--- src/rtl/led_pwm_fader.sv ---
// LED PWM fader: per-channel duty ramps toward full/off targets set by the
// colour code, producing cross-faded PWM drive on three LED pins.
module led_pwm_fader #(
    parameter int PRESCALE = 4,
    parameter int STEP     = 16
) (
    input  logic       clk,
    input  logic       rst,
    input  logic [2:0] colour,
    input  logic       enable,
    output logic [2:0] pwm,
    output logic       settled
);

    localparam logic [15:0] PRE_MAX = 16'(PRESCALE - 1);
    localparam logic [7:0]  STEP8   = 8'(STEP);

    logic [2:0]       colour_q;
    logic [7:0]       pwm_cnt;
    logic [15:0]      pre_cnt;
    logic [2:0][7:0]  duty;
    logic [2:0]       at_target;
    logic             tick;

    assign tick = enable && (pre_cnt == PRE_MAX);

    always_comb begin
        at_target = '0;
        for (int c = 0; c < 3; c++)
            at_target[c] = (duty[c] == (colour_q[c] ? 8'hFF : 8'h00));
    end

    assign settled = &at_target;

    // Upward sums are formed in 9 bits so a full channel saturates rather
    // than wrapping back toward dark.
    function automatic logic [7:0] ramp(input logic [7:0] d, input logic up);
        logic [8:0] sum;
        sum = {1'b0, d} + {1'b0, STEP8};
        if (up)
            ramp = sum[8] ? 8'hFF : sum[7:0];
        else
            ramp = (d > STEP8) ? d - STEP8 : 8'h00;
    endfunction

    always_ff @(posedge clk) begin
        if (rst) begin
            colour_q <= '0;
            pwm_cnt  <= '0;
            pre_cnt  <= '0;
            duty     <= '0;
            pwm      <= '0;
        end else begin
            colour_q <= colour;
            pwm_cnt  <= pwm_cnt + 8'd1;
            if (enable)
                pre_cnt <= tick ? 16'd0 : pre_cnt + 16'd1;
            for (int c = 0; c < 3; c++) begin
                pwm[c] <= enable && (duty[c] > pwm_cnt);
                if (tick && !at_target[c])
                    duty[c] <= ramp(duty[c], colour_q[c]);
            end
        end
    end

endmodule

--- config.mk ---
export PLATFORM = sky130hd
export DESIGN_NAME = led_pwm_fader
export DESIGN_NICKNAME = d
export VERILOG_FILES = /design/src/rtl/led_pwm_fader.sv
export SDC_FILE = /design/constraint.sdc
export NUM_CORES = 1
export LEC_CHECK = 0
export BUFFER_PORTS_ARGS = -buffer_cell sky130_fd_sc_hd__buf_2
export CAP_MARGIN = 20
export CORE_UTILIZATION = 50
export CTS_BUF_LIST = sky130_fd_sc_hd__clkbuf_16
export DETAILED_ROUTE_END_ITERATION = 10
export MAX_ROUTING_LAYER = met4
export PLACE_DENSITY = 0.66
export SLEW_MARGIN = 20
export SYNTH_ARGS = -nofsm -noshare
export SYNTH_HDL_FRONTEND = slang
export SYNTH_SLANG_ARGS = --single-unit
--- constraint.sdc ---
create_clock -name clk -period 2.2 [get_ports clk]
set_input_delay 0.22 -clock clk [delete_from_list [all_inputs] [get_ports clk]]
set_output_delay 0.22 -clock clk [all_outputs]
set_load 0.01 [all_outputs]
# Yosys cells after proc, flatten, opt, wreduce, memory -nomap -nowiden
# Cells that the tools add are included.
# totals
elab_cells	49
register_bits	54
input_bits	6
out_inout_bits	4
# op_classes
reduce_logical	11
eq_ne	4
order_cmp	6
n_mux	13
addsub	8
# ops
cell	count
$mux W8	12
$add A8 B5 Y9 const B	3
$eq A8 B8 Y1	3
$gt A8 B5 Y1 const B	3
$gt A8 B8 Y1	3
$sub A8 B5 Y8 const B	3
$add A16 B1 Y16 const B	1
$eq A16 B2 Y1 const B	1
$mux W16	1
$add A8 B1 Y8 const B	1
$logic_and A1 B1 Y1	7
$logic_not A1 Y1	3
$reduce_and A3 Y1	1

# Longest topological paths before layout
# Gate-level depths: netlist of the first run.
# logic_depth
ltp_word	4
mapped_depth	7

# Least setup slack after synthesis of the first run
# OpenSTA, ideal clock, no wires.
# synth_timing
path_kind	register -> register
from	register pre_cnt[0]
to	register duty[18] in the netlist's numbering
path_stages_with_launch	7
path_slack_ns	0.449
setup_ns	0.117
n_path_buf	0
period_less_slack_ns	1.751
t_arrival_ns	1.633
path_cell_list	dfxtp_1 > ha_1 > and4bb_2 > nand4_4 > a211oi_4 > nand3_1 > a32o_1
# synth_between
elab_chain_cells	3
# synth_lines
element	line	source
start: declaration	20	logic [15:0] pre_cnt;
start signal: assignment	57	pre_cnt <= tick ? 16'd0 : pre_cnt + 16'd1;
$eq A16 B2 Y1	25	assign tick = enable && (pre_cnt == PRE_MAX);
$logic_and A1 B1 Y1	25	
$logic_and A1 B1 Y1	60	if (tick && !at_target[c])
end signal: indexed assignment	61	duty[c] <= ramp(duty[c], colour_q[c]);
end: declaration	21	logic [2:0][7:0] duty;
# Every way passes these cells.
# A chain may end at the register's enable or synchronous reset.

# Worst setup path after layout of the first run
# layout_timing
from	register duty[12] in the netlist's numbering
to	output settled
# layout_between
elab_chain_cells	2
# layout_lines
element	line	source
$eq A8 B8 Y1	30	at_target[c] = (duty[c] == (colour_q[c] ? 8'hFF : 8'h00));
$reduce_and A3 Y1	33	assign settled = &at_target;
end: declaration	12	output logic settled
# Every way passes these cells.

==> results of run 1 <==
power groups by stage:
stage,clock network [W],logic [W],registers [W]
after CTS,0.000749,0.000132,0.000847
after global routing,0.000787,0.000149,0.000849
after global placement,0,0.000128,0.000865
after floorplan,0,0.000100,0.000859
final,0.000732,0.000131,0.000847
after detailed placement,0,0.000131,0.000865
cells by family (layout without fill, tap and decap cells):
family,Yosys count,after routing
and+or+nand+nor,125,125
AOI/OAI and AO/OA,83,83
DFF,45,45
buffers and inverters,36,44
adders and majority gates,35,35
xor gates and xnor gates,18,18
muxes,3,3
registers in the layout, summed over array words and instances, names as in the netlist:
name	count
colour_q	3
duty	15
pre_cnt	16
pwm	3
pwm_cnt	8
worst max-delay path by stage:
stage,startpoint,end,slack [ns],depth (start not counted)
after floorplan,pre_cnt[0],duty[18],0.45,6
after global placement,pre_cnt[0],duty[18],0.34,6
after detailed placement,pre_cnt[0],duty[18],0.30,6
after CTS,duty[12],settled,0.12,4
after global routing,duty[12],settled,0.03,4
final,duty[12],settled,0.13,4
routing by layer:
metal,up-vias,global-route usage [%]
li1,1269,-
met1,1117,31.29
met2,25,31.04
met3,4,3.140
met4,0,5.000
met5,-,-
worst reg2reg max path, cell delays in order (launching register included):
cell	delay, ns
sky130_fd_sc_hd__dfxtp_1	0.38
sky130_fd_sc_hd__ha_1	0.21
sky130_fd_sc_hd__and4bb_2	0.26
sky130_fd_sc_hd__nand4_4	0.17
sky130_fd_sc_hd__a211oi_4	0.40
sky130_fd_sc_hd__nand3_1	0.13
sky130_fd_sc_hd__a32o_1	0.28
cells in the mapped netlist, types with 6 or more instances:
| master | number |
|---|---|
| sky130_fd_sc_hd__nor3_1 | 11 |
| sky130_fd_sc_hd__inv_1 | 23 |
| sky130_fd_sc_hd__o21ai_0 | 15 |
| sky130_fd_sc_hd__and3_1 | 6 |
| sky130_fd_sc_hd__nand2_1 | 14 |
| sky130_fd_sc_hd__xnor2_1 | 10 |
| sky130_fd_sc_hd__dfxtp_1 | 45 |
| sky130_fd_sc_hd__xor2_1 | 8 |
| sky130_fd_sc_hd__nor2_1 | 37 |
| sky130_fd_sc_hd__a21o_1 | 10 |
| sky130_fd_sc_hd__ha_1 | 35 |
| sky130_fd_sc_hd__clkbuf_1 | 10 |
| sky130_fd_sc_hd__nor2b_1 | 10 |
| sky130_fd_sc_hd__a21oi_1 | 16 |
| sky130_fd_sc_hd__o21a_1 | 7 |
| sky130_fd_sc_hd__nand4_1 | 19 |
| sky130_fd_sc_hd__nand3_1 | 10 |
per-stage QoR:
step	hold slack (ns)	util, %	total power (W)
2_1_floorplan	0.3482	-	0.0009596
3_3_place_gp	0.4288	54.75	0.0009930
3_5_place_dp	0.4337	54.75	0.0009958
4_1_cts	0.1387	57.31	0.001727
5_1_grt	0.1485	57.49	0.001785
6_report	0.1380	57.49	0.001709
final cells by class:
class | instances | area, sq um | share of cell area, %
multi-input combinational | 264 | 1909 | 59.59
sequential | 45 | 900.9 | 28.11
clock buffer | 5 | 125.1 | 3.905
tap | 72 | 90.09 | 2.811
inverter | 23 | 86.33 | 2.694
timing repair buffer | 13 | 75.07 | 2.343
clock inverter | 3 | 17.52 | 0.5467
==> PnR_summary.wiki, run 1 <==
{| class="wikitable"
! Metric !! Value
|-
| Outcome || completed
|-
| Die X-Extent || between 70 and 80 um
|-
| Number of buffer and inverter stages on the critical path || 1
|-
| Non-filler instance count after layout || 425
|-
| Wire length per cell after detailed routing || around 14 um
|-
| Number of buffers inserted to repair setup after CTS || 0
|-
| Number of hold-repair buffers added at the cts stage || 0
|-
| Portion of the post-synthesis area used by sequential elements || between 30 and 40%
|-
| Clock tree from TritonCTS || yes
|-
| Synthesized flop and latch total || between 40 and 50
|-
| Source of the worst register-to-register timing path || pre_cnt[0]
|-
| Reported net switching power || between 0.0004 and 0.0005 W
|-
| Area growth from synthesis to final layout || 9.118%
|-
| Initial DRC count || 98
|-
| Destination of the worst register-to-register timing path || duty[18]
|-
| Highest clock rate || 482.9 MHz
|-
| Average vias per placed instance || between 5 and 6
|-
| Maximum single-stage delay on the critical path || ~0.58 ns
|-
| Internal portion of total power || 0.001306 W
|-
| Multiplexer fraction of the synthesized cell area || 1.023%
|-
| Clock-pin slew on the worst setup and hold paths || approximately 0.060 ns
|-
| Final-layout fill cell count || 503
|-
| Routability cong. || 0.8085
|-
| Final ANT Viol Nets || 0
|-
| Unrepaired setup endpoints after global routing || false
|-
| Mean cell area of the mapped netlist || roughly 8.5 sq um
|-
| Post-layout instance area || 0.003204 sq mm
|-
| Maxcap violations || 0
|-
| Path class of the lowest-slack min-delay path || input pin to register
|-
| Post-synth cell types || 53
|-
| Number of buffers inserted during clock tree synthesis || 5
|-
| Pleak || roughly 1.3 nW
|-
| Count of unresolved DRC violations after routing || 0
|-
| Share of total power in the clock network || 42.8%
|-
| Number of antenna violations at the first check in global routing || 0
|-
| CTS max path bufs || 2
|-
| Wire length on met3 || between 100 and 150 um
|-
| Count of warnings emitted by yosys || 0
|-
| Depth of the worst hold-timing path || 2
|-
| Most instantiated flip-flop cell in the synthesis netlist || sky130_fd_sc_hd__dfxtp_1
|-
| Count of placed standard cells including taps || between 400 and 500
|-
| Synthesized instance count || about 350
|-
| Most frequent cells in the layout || sky130_fd_sc_hd__dfxtp_1 (45), sky130_fd_sc_hd__nor2_1 (37), sky130_fd_sc_hd__ha_1 (35), sky130_fd_sc_hd__inv_1 (23), sky130_fd_sc_hd__nand4_1 (19)
|-
| Die Outline Area || 0.006183 sq mm
|-
| Worst Setup End Kind || output pin
|-
| Parity-gate share of the synthesized area counting xor and xnor cells || around 5.4%
|-
| Final setup violation count || 0
|-
| Switching power share of the total || about a quarter
|-
| Worst slew margin relative to its limit || about three fifths
|-
| Part of the total power dissipated in sequential elements || between 40% and 50%
|-
| Internal reg-to-reg setup slack || 0.27 ns
|-
| Final Cycle Share || a little over nine tenths
|-
| M1 wire length || ~3.1 mm
|-
| Number of buffer cells added on primary ports || 9
|-
| Async set or reset register ratio after synthesis || 0%
|-
| Synth area leaders || sky130_fd_sc_hd__dfxtp_1 (31%), sky130_fd_sc_hd__ha_1 (15%), sky130_fd_sc_hd__nor2_1 (4.7%)
|-
| Total grt overflow || 0
|-
| Final period demand of the worst path || just over 2 ns
|-
| Adder and majority cell fraction of the synthesized area || approximately 15%
|-
| Top Ports || 10
|-
| Total length of routed wires || just under 6 mm
|-
| Clock insertion delay at the later pin of the skew report || 0.28 ns
|-
| Worst reg2reg path depth || 6
|-
| WP data required || 1.98 ns
|-
| Worst setup SP type || register
|-
| Floorplan die height || a little under 80 um
|-
| CP max-delay cell || sky130_fd_sc_hd__or4_1
|-
| Initial Utilization || between 50% and 60%
|-
| Pins Over Slew Limit || 0
|-
| H-tree depth reported by CTS || 2
|-
| Category of the critical setup timing path || register to output pin
|-
| Largest family of logic cells by synthesized area || simple AND/OR/NAND/NOR gates
|-
| Core region area || around 0.0056 sq mm
|-
| Wire length of the first global-routing pass || between 10 and 15 mm
|-
| Via count of the first global-routing pass || about 2200
|-
| Largest net degree at the start of global routing || 19
|-
| Met2 Routed Length || roughly 2.6 mm
|-
| Setup WS post-layout || around 0.13 ns
|-
| Hold Crit Start || colour[2]
|-
| Global-route usage over all layers || between 20% and 30%
|-
| HPWL after detailed placement || between 4 and 5 mm
|-
| Length of the first detailed-routing pass in iterations || 4
|-
| Simple-gate share of the synthesized area || between 20% and 30%
|-
| Final antenna diode count || 0
|-
| Worst voltage drop across the vdd grid || 337.0 uV
|-
| Area fraction of the dominant cell type after synthesis || between 30% and 40%
|-
| Arrival time at the worst endpoint || 1.85 ns
|-
| Worst slack, placed || 0.2987 ns
|-
| Clock root buffer master || sky130_fd_sc_hd__clkbuf_16
|-
| Biggest area consumer among synthesized cells || sky130_fd_sc_hd__dfxtp_1
|-
| Final net count || between 300 and 400
|-
| Number of standard-cell rows in the floorplan || 27
|-
| Number of flops mapped to enable cells by yosys || 0
|-
| Synth Area in Compound Gates || 19.73%
|-
| Largest clock skew in the final design || 0.002754 ns
|-
| Final Hold Vio Count || 0
|-
| Series of cell instances along the critical path || or4_1, o22ai_1, and2_1, buf_2
|-
| Hold Crit Endpoint || colour_q[2]
|-
| Final total negative setup slack || 0 ns
|-
| Power density normalized to cell area || approximately 530 mW/mm^2
|-
| Routed vias || roughly 2400
|-
| Area after detailed placement || between 0.003 and 0.004 sq mm
|-
| Top routing layer in use || met4
|-
| Slew at the pin closest to its max-slew limit || around 0.57 ns
|-
| Area of the mapped netlist || around 0.0029 sq mm
|-
| Worst-path fanout max || 8
|-
| Proportion of power drawn by combinational gates || under 10%
|-
| Commonest non-fill, non-tap cell in the layout || sky130_fd_sc_hd__dfxtp_1
|-
| Number of sinks on the clock net || 45
|-
| Net count after synthesis || roughly 390
|-
| Top cell family by delay on the critical path || simple AND/OR/NAND/NOR gates
|-
| Resized cells post-CTS || 0
|-
| Share of cells above drive strength 1 || a little under 9%
|}
(Power assumes the default switching activity.)
==> inputs of run 2 (changes only) <==
==> constraint.sdc (replaced) <==
create_clock -name clk -period 2.7 [get_ports clk]
set_input_delay 0.27 -clock clk [delete_from_list [all_inputs] [get_ports clk]]
set_output_delay 0.27 -clock clk [all_outputs]
set_load 0.01 [all_outputs]
==> PnR_summary.wiki, run 2 (synthesis results as in run 1) <==
{| class="wikitable"
! Metric !! Value
|-
| Share of total power in the clock network || 41.7%
|-
| Hold Crit Endpoint || colour_q[1]
|-
| Area growth from synthesis to final layout || 7.584%
|-
| Final net count || a little under 400
|-
| Number of buffers inserted to repair setup after CTS || 0
|-
| Number of standard-cell rows in the floorplan || 27
|-
| HPWL after detailed placement || 4.260 mm
|-
| Part of the total power dissipated in sequential elements || about half
|-
| CTS max path bufs || 2
|-
| Proportion of power drawn by combinational gates || between 7 and 8%
|-
| Core region area || 0.005574 sq mm
|-
| H-tree depth reported by CTS || 2
|-
| Number of antenna violations at the first check in global routing || 0
|-
| Outcome || completed
|-
| Worst slew margin relative to its limit || between 50% and 60%
|-
| Commonest non-fill, non-tap cell in the layout || sky130_fd_sc_hd__dfxtp_1
|-
| Worst setup SP type || register
|-
| Switching power share of the total || between 20% and 30%
|-
| Final period demand of the worst path || 2.116 ns
|-
| Internal portion of total power || 0.001053 W
|-
| Number of hold-repair buffers added at the cts stage || 0
|-
| Slew at the pin closest to its max-slew limit || approximately 0.73 ns
|-
| Clock tree from TritonCTS || yes
|-
| Total grt overflow || 0
|-
| WP data required || 2.43 ns
|-
| Final Cycle Share || 78.37%
|-
| Wire length per cell after detailed routing || roughly 14 um
|-
| Number of buffer cells added on primary ports || 9
|-
| Initial DRC count || 108
|-
| Number of buffers inserted during clock tree synthesis || 5
|-
| Arrival time at the worst endpoint || about 1.9 ns
|-
| Number of sinks on the clock net || 45
|-
| Total length of routed wires || 5.813 mm
|-
| Die Outline Area || slightly above 0.006 sq mm
|-
| Series of cell instances along the critical path || nor3_1, a21oi_1, nor2_1, and2_1, buf_2
|-
| Largest net degree at the start of global routing || 30
|-
| Register name with the most flops || pre_cnt
|-
| Count of unresolved DRC violations after routing || 0
|-
| Wire length of the first global-routing pass || approximately 10 mm
|-
| Length of the first detailed-routing pass in iterations || 4
|-
| Final total negative setup slack || 0 ns
|-
| Via count of the first global-routing pass || 2188
|-
| Max FFs per register || 16
|-
| Routability cong. || roughly 0.8
|-
| Top cell family by delay on the critical path || simple AND/OR/NAND/NOR gates
|-
| Power density normalized to cell area || approximately 430 mW/mm^2
|-
| CP max-delay cell || sky130_fd_sc_hd__nor3_1
|-
| Internal reg-to-reg setup slack || around 0.8 ns
|-
| Top Ports || 10
|-
| Worst-path fanout max || 10
|-
| Average vias per placed instance || between 5 and 6
|-
| Final setup violation count || 0
|-
| Hold Crit Start || colour[1]
|-
| Largest clock skew in the final design || 0.004912 ns
|-
| Most frequent cells in the layout || sky130_fd_sc_hd__dfxtp_1 (45), sky130_fd_sc_hd__nor2_1 (37), sky130_fd_sc_hd__ha_1 (35), sky130_fd_sc_hd__inv_1 (23), sky130_fd_sc_hd__nand4_1 (19)
|-
| Pleak || approximately 1.2 nW
|-
| Global-route usage over all layers || about 22%
|-
| Final Hold Vio Count || 0
|-
| Clock insertion delay at the later pin of the skew report || 0.29 ns
|-
| Number of buffer and inverter stages on the critical path || 1
|-
| Worst reg2reg path depth || 6
|-
| Share of cells above drive strength 1 || between 7 and 8%
|-
| Worst Setup End Kind || output pin
|-
| Util after Layout || roughly 57%
|-
| Resized cells post-CTS || 0
|-
| Pins Over Slew Limit || 0
|-
| Path class of the lowest-slack min-delay path || input pin to register
|-
| Routed vias || 2445
|-
| Final antenna diode count || 0
|-
| Floorplan die height || roughly 80 um
|-
| Depth of the worst hold-timing path || 2
|-
| Unrepaired setup endpoints after global routing || false
|-
| Initial Utilization || a little over half
|-
| Destination of the worst register-to-register timing path || duty[2]
|-
| Source of the worst register-to-register timing path || pre_cnt[0]
|-
| Worst-case hold slack || around 0.19 ns
|-
| Highest clock rate || 472.6 MHz
|-
| Final ANT Viol Nets || 0
|-
| Maxcap violations || 0
|-
| Worst voltage drop across the vdd grid || around 250 uV
|-
| Die X-Extent || roughly 79 um
|-
| Biggest registers after layout || pre_cnt x16, duty x15, pwm_cnt x8
|-
| Reported net switching power || 0.0003078 W
|-
| Final-layout fill cell count || between 500 and 600
|-
| Clock-pin slew on the worst setup and hold paths || roughly 0.060 ns
|-
| Clock root buffer master || sky130_fd_sc_hd__clkbuf_16
|-
| Maximum single-stage delay on the critical path || 0.65 ns
|-
| Category of the critical setup timing path || register to output pin
|}
run 2: cell types whose count changed in the layout (fill, tap and decap cells not counted), sizes merged:
cell    previous run  this run
buf               13        10
clkinv             3         1
run 2: worst max path at each step:
stage	from	endpoint	slack (ns)	depth (start not counted)
2_1_floorplan	pre_cnt[0]	duty[18]	0.95	6
3_3_place_gp	duty[4]	settled	0.84	6
3_5_place_dp	pre_cnt[0]	duty[18]	0.81	6
4_1_cts	duty[12]	settled	0.56	4
5_1_grt	duty[6]	settled	0.42	5
6_report	duty[6]	settled	0.58	5
run 2: worst register-to-register path, cell delays in order (launching register included):
cell and delay [ns]:
sky130_fd_sc_hd__dfxtp_1 0.38, sky130_fd_sc_hd__ha_1 0.19, sky130_fd_sc_hd__and4bb_2 0.26, sky130_fd_sc_hd__nand4_4 0.16, sky130_fd_sc_hd__a211oi_4 0.37, sky130_fd_sc_hd__nand3_1 0.13
sky130_fd_sc_hd__a32o_1 0.29
run 2: power by group through the flow:
stage	Sequential, W	Combinational [W]	Clock, W
finish	0.000690	0.000103	0.000568
global route	0.000692	0.000118	0.000619
CTS	0.000690	0.000104	0.000589
detailed placement	0.000705	0.000103	0
global placement	0.000704	0.000102	0
floorplan	0.000700	0.0000817	0
run 2: metrics by stage:
| stage | area (sq um) | std cells | worst slack [ns] | total power [W] |
|---|---|---|---|---|
| 2_1_floorplan | 2937 | 345 | 0.9491 | 0.0007819 |
| 3_3_place_gp | 3029 | 414 | 0.8407 | 0.0008064 |
| 3_5_place_dp | 3029 | 414 | 0.8085 | 0.0008081 |
| 4_1_cts | 3159 | 420 | 0.5646 | 0.001383 |
| 5_1_grt | 3159 | 420 | 0.4208 | 0.001430 |
| 6_report | 3159 | 420 | 0.5841 | 0.001361 |
run 2: per-layer routing:
layer | wire length (um) | vias to the layer above | global-route usage (%)
met4 | 101 | 0 | 8.333
met1 | 2996 | 1148 | 30.27
li1 | - | 1256 | -
met3 | 200 | 11 | 3.837
met2 | 2515 | 30 | 30.61
met5 | 0 | - | -
run 2: cell type report:
type	instances	area [sq um]	share of cell area (%)
clock buffer	5	125.1	3.960
clock inverter	1	5.005	0.1584
inverter	23	86.33	2.733
multi-input combinational	264	1899	60.12
sequential	45	900.9	28.51
tap	72	90.09	2.851
timing repair buffer	10	52.55	1.663
